### config.mk
export PLATFORM = sky130hd
export DESIGN_NAME = fetch_stage
export DESIGN_NICKNAME = d
export VERILOG_FILES = /design/src/rtl/fetch_stage_pkg.sv /design/src/rtl/fetch_stage_if_id_reg.sv /design/src/rtl/fetch_stage.sv
export SDC_FILE = /design/constraint.sdc
export NUM_CORES = 1
export LEC_CHECK = 0
export CORE_MARGIN = 2
export CORE_UTILIZATION = 47
export DETAILED_ROUTE_END_ITERATION = 6
export GPL_TIMING_DRIVEN = 1
export PLACE_DENSITY = 0.85
export REMOVE_ABC_BUFFERS = 1
export SLEW_MARGIN = 20
export SYNTH_ARGS = -nofsm -noshare
export SYNTH_HDL_FRONTEND = slang
export SYNTH_SLANG_ARGS = --single-unit
### constraint.sdc
create_clock -name clk -period 4.47 [get_ports clk]
set_clock_uncertainty 0.2 [all_clocks]
set_input_delay 0.6705 -clock clk [delete_from_list [all_inputs] [get_ports clk]]
set_output_delay 0.6705 -clock clk [all_outputs]
set_load 0.005 [all_outputs]
### src/rtl/fetch_stage_pkg.sv
// Shared types and constants for the instruction-fetch stage.
package fetch_stage_pkg;

    localparam int unsigned PC_W = 16;

    localparam logic [15:0] NOP_INSTR = 16'h0800;
    localparam logic [4:0]  OP_HALT   = 5'b00000;

    typedef enum logic {
        RUN    = 1'b0,
        HALTED = 1'b1
    } fetch_state_t;

    // Sequential PC step; wraps modulo 2^PC_W.
    function automatic logic [PC_W-1:0] pc_inc(input logic [PC_W-1:0] pc);
        return pc + PC_W'(2);
    endfunction

endpackage

### src/rtl/fetch_stage_if_id_reg.sv
// IF/ID pipeline register: load a fetched instruction, hold, or flush to a NOP bubble.
module if_id_reg
    import fetch_stage_pkg::*;
(
    input  logic            clk,
    input  logic            rst,
    input  logic            load,
    input  logic            flush,
    input  logic [15:0]     instr_in,
    input  logic [PC_W-1:0] pc_plus2_in,
    output logic [15:0]     instr,
    output logic [PC_W-1:0] pc_plus2,
    output logic            valid
);

    // Flush takes priority over load; neither asserted means hold.
    always_ff @(posedge clk or posedge rst) begin
        if (rst) begin
            instr    <= NOP_INSTR;
            pc_plus2 <= '0;
            valid    <= 1'b0;
        end else if (flush) begin
            instr    <= NOP_INSTR;
            pc_plus2 <= '0;
            valid    <= 1'b0;
        end else if (load) begin
            instr    <= instr_in;
            pc_plus2 <= pc_plus2_in;
            valid    <= 1'b1;
        end
    end

endmodule

### src/rtl/fetch_stage.sv
// Instruction-fetch stage: PC register, RUN/HALTED control and the IF/ID register.
module fetch_stage
    import fetch_stage_pkg::*;
#(
    parameter logic [15:0] PC_RESET = 16'h0000
) (
    input  logic        clk,
    input  logic        rst,
    output logic [15:0] imem_addr,
    output logic        imem_rd,
    input  logic [15:0] imem_data,
    input  logic        imem_stall,
    input  logic        stall_id,
    input  logic        redirect,
    input  logic [15:0] redirect_pc,
    input  logic        halt_id,
    output logic [15:0] if_id_instr,
    output logic [15:0] if_id_pc_plus2,
    output logic        if_id_valid,
    output logic        fetch_halted
);

    fetch_state_t    state, state_next;
    logic [PC_W-1:0] pc, pc_next;
    logic            ifid_load, ifid_flush;

    // State and PC registers.
    always_ff @(posedge clk or posedge rst) begin
        if (rst) begin
            state <= RUN;
            pc    <= PC_RESET;
        end else begin
            state <= state_next;
            pc    <= pc_next;
        end
    end

    // Per-edge priority: redirect, decode stall, halt, memory stall, fetch.
    always_comb begin
        state_next = state;
        pc_next    = pc;
        ifid_load  = 1'b0;
        ifid_flush = 1'b0;
        unique case (state)
            RUN: begin
                if (redirect) begin
                    pc_next    = redirect_pc;
                    ifid_flush = 1'b1;
                end else if (stall_id) begin
                    // hold PC and IF/ID; a pending halt is re-evaluated next cycle
                end else if (halt_id) begin
                    state_next = HALTED;
                    ifid_flush = 1'b1;
                end else if (imem_stall) begin
                    ifid_flush = 1'b1;
                end else begin
                    ifid_load = 1'b1;
                    pc_next   = pc_inc(pc);
                end
            end
            HALTED: begin
                // A redirect here means the halt was on a wrong path.
                if (redirect) begin
                    state_next = RUN;
                    pc_next    = redirect_pc;
                    ifid_flush = 1'b1;
                end
            end
            default: state_next = RUN;
        endcase
    end

    assign imem_addr    = pc;
    assign imem_rd      = (state == RUN) && !stall_id && !rst;
    assign fetch_halted = (state == HALTED);

    if_id_reg u_if_id_reg (
        .clk         (clk),
        .rst         (rst),
        .load        (ifid_load),
        .flush       (ifid_flush),
        .instr_in    (imem_data),
        .pc_plus2_in (pc_inc(pc)),
        .instr       (if_id_instr),
        .pc_plus2    (if_id_pc_plus2),
        .valid       (if_id_valid)
    );

endmodule

==> results.ini <==
[layout]
drive_above_1_share = 0.0733
final_common_cell = clkdlybuf4s50_1
multiInputGateArea_um2 = 956
nFillCells = 383
area_growth_pct = 41.4
nets = 338
antenna_cells = 0
seqCellArea_um2 = 1250
final_cell_mix = clkdlybuf4s50_1 (88), dfrtp_1 (49), nand2_1 (24)

[grt]
grt_overflow_total = 0
track_usage = 0.220
grt_max_degree = 51
antenna_found_initial = 0
grt_pass1_wl_um = 9460
grt_pass1_vias = 1986

[route]
drt_pass1_iterations = 4
viasPerCell = 5.52
vias = 2025
drcViolationCount = 0
wire_per_inst_um = 16.1
drt-total-wl_um = 5920
drt.antenna.violating_nets = 0
drt_iter0_markers = 188

[synth]
synth_cell_types = 52
yosysWarnings = 0
synthCells = 220
postSynthRegisterBits = 50
synth_area_um2 = 2330
yosysSeqAreaShare = 0.537
ys.flop_type = dfrtp_1
async_flop_share = 1.00
syn_area_per_cell_um2 = 10.6
synth_edf_count = 0

[timing]
setup_viol = 0
fmax_mhz = 360
period_needed_ns = 2.78
relSlewSlack = 0.323
tightest_slew_ns = 1.01
holdWs_ns = 0.283
slew_violations = 0
fin_crit_sh = 0.622
hold_viol_final = 0
rsz0062_at_grt = no
setup_tns_ns = 0

[setup_path]
worst_path_max_delay_cell = nor2_1
cp-end-kind = flip-flop
arrival_ns = 2.78
required_ns = 4.47
worst-setup-path-type = in2reg
worst-path-buf-inv = 1
r2r_slack_ns = 2.22
cpPeakStageDelay_ns = 0.93
reg2reg_to = u_if_id_reg.pc_plus2[11]
critPathTopFamily = simple AND/OR/NAND/NOR gates
r2r-start = fetch_halted
cp_cell_sequence = clkdlybuf4s50_1 > nor2_1 > a31oi_1 > o22a_1
path_max_fanout = 18
cp-start-kind = input port
reg2regPathDepth = 4

[placement]
io_buffers = 88
dp_hpwl_um = 4120
finalWeightedCongestion = 0.784

[floorplan]
dieArea_um2 = 5540
start_util = 0.490
die_x_um = 74.4
core-area_um2 = 4750
fp-row-count = 25
die_h_um = 74.4
ioPinCount = 89

[clock_network]
clk_pin_slew_ns = 0.09
hold_buffers = 0
cts_setup_buffers = 0
post_cts_resized = 0
cts_sinks = 50
clock_path_buffers = 2
clkLatencyLatePin_ns = 0.31
clock-root-buffer = clkbuf_8
htree_levels = 2
numCtsBuffers = 5
cts_tree = built

[power_and_ir_drop]
leakagePower_nw = 1.40
cellPowerDensity_nw_per_um2 = 306
peakVddDrop_mv = 0.178
p_total_mw = 1.01

[status]
outcome = completed

[hold_path]
hold_path_depth = 2
min_to = u_if_id_reg.valid
hp-class = reg2reg
hp-start = u_if_id_reg.valid

[run]
cap_violations = 0

==> worst max-delay path by stage <==
stage              from                    to  slack (ns)  depth (start not counted)
2_1_floorplan  stall_id  u_if_id_reg.instr[0]        2.24                          3
6_report       redirect          imem_addr[8]        1.69                          4
5_1_grt        redirect          imem_addr[8]        1.50                          4
3_3_place_gp   redirect          imem_addr[8]        1.44                          4
4_1_cts        stall_id               imem_rd        1.73                          3
3_5_place_dp   redirect          imem_addr[8]        1.41                          4
==> cells by family after synthesis <==
kind of cell               synth area share
AOI/OAI and AO/OA                     0.186
xor gates and xnor gates             0.0263
adders and majority gates           0.00537
buffers and inverters                0.0537
DFF                                   0.537
muxes                               0.00912
and+or+nand+nor                       0.182
==> Yosys cell counts, types with 3 or more instances <==
library cell / count / area share
dfrtp_1: 49 / 0.53
nand2_1: 24 / 0.039
a22o_1: 19 / 0.071
nand3_1: 17 / 0.036
o21ai_0: 11 / 0.024
nor2_1: 9 / 0.014
clkbuf_1: 8 / 0.013
a21oi_1: 7 / 0.015
a22oi_1: 6 / 0.019
inv_1: 5 / 0.0081
nand4_1: 4 / 0.011
xnor2_1: 4 / 0.015
buf_2: 3 / 0.0064
nor3_1: 3 / 0.0064
o21ai_1: 3 / 0.0064
or3_1: 3 / 0.0081
xor2_1: 3 / 0.011
==> sequential cells by signal, summed over array words and instances (netlist names) <==
name                  flops
fetch_halted              1
imem_addr                16
u_if_id_reg.instr        16
u_if_id_reg.pc_plus2     16
u_if_id_reg.valid         1
==> area by class of cell <==
type | instances | area share
Timing Repair Buffer | 89 | 0.270
Clock inverter | 2 | 0.00380
Clock buffer | 6 | 0.0251
Sequential cell | 50 | 0.380
Tap cell | 67 | 0.0254
Inverter | 5 | 0.00607
Multi-Input combinational cell | 148 | 0.290
==> power by group <==
group	total, mW	internal (mW)	switching (mW)
Combinational	0.203	0.122	0.0813
Sequential	0.529	0.482	0.0466
Clock	0.278	0.125	0.153
Total	1.01	0.729	0.281
==> worst reg2reg max path, stage by stage, from the launching register on <==
cell,delay [ns]
dfrtp_1,0.47
nor4_2,0.40
and2_1,0.74
and3_1,0.29
a211o_1,0.10
==> routing by layer <==
layer	GRT usage	up-vias	part of all wire
met5	0	-	0
met4	0.0754	0	0.011
met1	0.302	994	0.44
met3	0.0474	4	0.061
met2	0.349	71	0.49
li1	-	956	-
==> per-stage QoR <==
stage          setup slack, ns  cells  cell area [um^2]   util
2_1_floorplan             2.24    203              2220      -
3_3_place_gp              1.44    359              3200  0.673
3_5_place_dp              1.41    359              3200  0.673
4_1_cts                   1.73    367              3290  0.693
5_1_grt                   1.50    367              3300  0.693
6_report                  1.69    367              3300  0.693
(Power assumes the default switching activity.)
